<file path="config.mk">
export PLATFORM = sky130hd
export DESIGN_NAME = clock_works
export DESIGN_NICKNAME = d
export VERILOG_FILES = /design/src/rtl/clock_works_reset_hold.sv /design/src/rtl/clock_works.sv
export SDC_FILE = /design/constraint.sdc
export NUM_CORES = 1
export LEC_CHECK = 0
export ABC_CLOCK_PERIOD_IN_PS = 1800
export BUFFER_PORTS_ARGS = -buffer_cell sky130_fd_sc_hd__buf_2
export CAP_MARGIN = 20
export CORE_AREA = 10 10 47 49
export CTS_BUF_LIST = sky130_fd_sc_hd__clkbuf_8
export DETAILED_ROUTE_END_ITERATION = 16
export DIE_AREA = 0 0 57 59
export SLEW_MARGIN = 0
export SYNTH_ARGS = -nofsm -noshare
export SYNTH_HDL_FRONTEND = slang
export SYNTH_SLANG_ARGS = --single-unit
</file>
<file path="constraint.sdc">
create_clock -name CLK -period 1.8 [get_ports CLK]
set_input_delay 0.36 -clock CLK [delete_from_list [all_inputs] [get_ports CLK]]
set_output_delay 0.36 -clock CLK [all_outputs]
set_load 0.1 [all_outputs]
</file>
<file path="src/rtl/clock_works_reset_hold.sv">
// Reset stretcher: keeps resetn low for RESET_HOLD divided-clock periods after RESET drops.
// resetn only moves on wrap events, so it is stable at every divided-clock rising edge.
module clock_works_reset_hold #(
    parameter int RESET_HOLD = 2
) (
    input  logic CLK,
    input  logic RESET,
    input  logic wrap,
    output logic resetn
);

    localparam logic [7:0] HOLD_MAX  = 8'(RESET_HOLD);
    localparam logic [7:0] HOLD_LAST = 8'(RESET_HOLD - 1);

    // Power-up values match the reset values so downstream logic gets a power-on reset for free.
    logic [7:0] hold_count = '0;
    logic       resetn_q   = 1'b0;

    always_ff @(posedge CLK) begin
        if (RESET) begin
            hold_count <= '0;
            resetn_q   <= 1'b0;
        end else if (wrap && (hold_count < HOLD_MAX)) begin
            hold_count <= hold_count + 8'd1;
            if (hold_count == HOLD_LAST) begin
                resetn_q <= 1'b1;
            end
        end
    end

    assign resetn = resetn_q;

endmodule

</file>
<file path="src/rtl/clock_works.sv">
// Clock divider plus synchronous reset generator for a divided-clock domain.
// SLOW=0 passes CLK straight through; SLOW>0 divides by 2^(SLOW+1) with 50% duty.
module clock_works #(
    parameter int SLOW       = 0,
    parameter int RESET_HOLD = 2
) (
    input  logic CLK,
    input  logic RESET,
    output logic clk,
    output logic resetn
);

    logic wrap;

    generate
        if (SLOW == 0) begin : g_direct
            // Undivided: every CLK edge counts as a wrap for the hold counter.
            assign clk  = CLK;
            assign wrap = 1'b1;
        end else begin : g_divided
            logic [SLOW:0] count = '0;

            always_ff @(posedge CLK) begin
                if (RESET) begin
                    count <= '0;
                end else begin
                    count <= count + 1'b1;
                end
            end

            // The all-ones to zero step is exactly the falling edge of clk.
            assign clk  = count[SLOW];
            assign wrap = &count;
        end
    endgenerate

    clock_works_reset_hold #(
        .RESET_HOLD(RESET_HOLD)
    ) u_reset_hold (
        .CLK   (CLK),
        .RESET (RESET),
        .wrap  (wrap),
        .resetn(resetn)
    );

endmodule

</file>
==> metrics.txt <==
status finished, final reports clean; area grow syn2layout 29.9%; Pint 617 µW; Critical-path top delay cell buf_2; Max Slew Vio Count 0; Syn Area/Cell 10.7 µm²; pre-CTS setup slack approximately 0.27 ns; DRT iter0 DRCs 2; chip height 59 µm; Setup violations, final 0; mux cell area share after synthesis 0%; Initial Util 26.0%; Worst path max stage delay approximately 0.28 ns; mean routed wirelength per cell roughly 11 µm; Fin Setup TNS 0 ns; top-count cell post-synth dfxtp_1; drc violations 0; Max-Slew Margin vs Limit ~68%; most common cell type on the critical path clkbuf_8; setup ws final 0.0336 ns; Unique masters post-synth 17; Seq pwr share 25.8%; EDFF count, synth 0; Hold WC Path Type in -> reg; leakage power around 0.20 nW; post-synthesis sequential area ratio 49.5%; Netlist Area Pre-Place around 360 µm²; Post-CTS Setup Inserts 0; critical path endpoint category output pin; largest family of logic cells by synthesized area simple AND/OR/NAND/NOR gates; Worst R2R Path Depth 5; Post-synth top cells dfxtp_1 (9), nor2_1 (5), nor2b_1 (4); CTS hold repair buffers 0; largest net degree at the start of global routing 12; ys async rst share 0%; predominant post-synthesis flop cell dfxtp_1; CP arrival 1.41 ns; crit path cell chain clkbuf_8 -> clkbuf_8 -> buf_2; global-route wire length before repair ~1200 µm; 1st-pass router iterations 3; Post-CTS Resized 0; Peak VDD IR 0.00123 V; crit path launch type clock port; P_sw approximately 450 µW; Clock Power Share a little under three fifths; routed vias/inst 4.50; vias in the first global route 297; synthesized netlist net count 38; Clk pin slew, worst setup/hold paths 0.04 ns; Ys Warns 0; IO Count 4; Slew @ Worst Pin 0.485 ns; endpoints failing hold 0; cells after synthesis 34; Net Sw Frac 42.2%; TritonCTS clock tree done; Hold Crit Depth 2; ANT nets after route 0; Pwr Density roughly 2300 mW/mm²; initial antenna violation count 0; Vias 261; Core ar. 0.00140 mm²; Port Buf Inserts 3; post-synthesis adder-cell area fraction 6.87%; Post-DP Area around 390 µm²; RSZ-0062 raised after global routing no; final instance area around 470 µm²; Inserted Diodes 0; Synth Area in Simple Gates 28.9%; Final Wtd Congestion 0.724; Post-Route Utilization 33.8%; CP Class clk -> out; row cnt 14; Logic pwr share between 10% and 20%; layout cells sized above 1 between 20% and 30%; final wirelength 638 µm; Yosys top cell area share 49.5%; Synth Register Bits 9; Hold Slack between 0.3 and 0.4 ns; GRT Total Usage about 5.3%; Overflow after GRT 0; XOR/XNOR Fraction of Synth Area 0%; Worst-Skew Late Latency about 0.34 ns; max-cap viol count 0; Worst Path Required 1.44 ns; largest fanout on the critical path 2; largest area contributor in the netlist dfxtp_1; synth top area cells dfxtp_1 (49%), ha_1 (6.9%), nor2b_1 (6.9%); layout net count 47; DIE AREA about 0.0034 mm²; Compound-Gate Fraction of Synth Area under 10%; chip width 57 µm; clk_skew 0.000967 ns
-- layout by cell type (no fill, tap or decap), drive strengths merged --
cell	n
nor3	1
o21ai	1
nor4	1
nor2	5
a41oi	1
nand4b	1
a21oi	1
clkbuf	6
inv	3
nand2b	1
a31oi	1
buf	3
ha	2
nor2b	5
dfxtp	9
a31o	1
-- worst paths after layout --
check / start / end / slack [ns]
worst min register to register: u_reset_hold.resetn / u_reset_hold.resetn / 0.45
worst max-delay path: CLK / clk / 0.03
worst max register to register: u_reset_hold.hold_count[1] / u_reset_hold.hold_count[1] / 0.66
worst min-delay path: RESET / u_reset_hold.hold_count[6] / 0.33
-- metrics by stage --
stage / power [mW] / instances
after floorplan: 0.657 / 34
after global placement: 0.671 / 51
after detailed placement: 0.677 / 51
after CTS: 1.09 / 58
after global routing: 1.14 / 58
final: 1.07 / 58
-- worst max-delay path, delay by kind of cell --
kind | cells | cell delay (ns)
buf+inv | 3 | 0.51
-- cell type report --
type,instances,area (µm²)
fill,159,928
sequential,9,180
multi-input combinational,21,164
clock buffer,7,87.6
tap,16,20.0
timing repair buffer,2,10.0
inverter,2,7.51
clock inverter,1,3.75
-- metal layers --
layer	GRT usage (%)	vias up	wire [µm]
met5	0	-	0
met4	11.7	0	37
met3	3.65	4	24
met2	5.74	5	295
met1	4.04	123	281
li1	-	129	-
-- state kept, by name, indices dropped and copies added (netlist names) --
register and count:
u_reset_hold.resetn 1, u_reset_hold.hold_count 8
-- kinds of logic (layout without fill, tap and decap cells) --
logic type | Yosys count | after routing
buf+inv | 4 | 12
flops | 9 | 9
compound gates | 5 | 5
simple gates | 14 | 14
fa+ha+maj | 2 | 2
-- power by group through the flow --
stage,combinational (mW),sequential [mW],clock [mW]
2_1_floorplan,0.110,0.338,0.210
3_3_place_gp,0.199,0.276,0.196
3_5_place_dp,0.203,0.279,0.196
4_1_cts,0.205,0.275,0.612
5_1_grt,0.228,0.281,0.634
6_report,0.202,0.275,0.591
No activity file was read; power rests on OpenSTA's default activity.
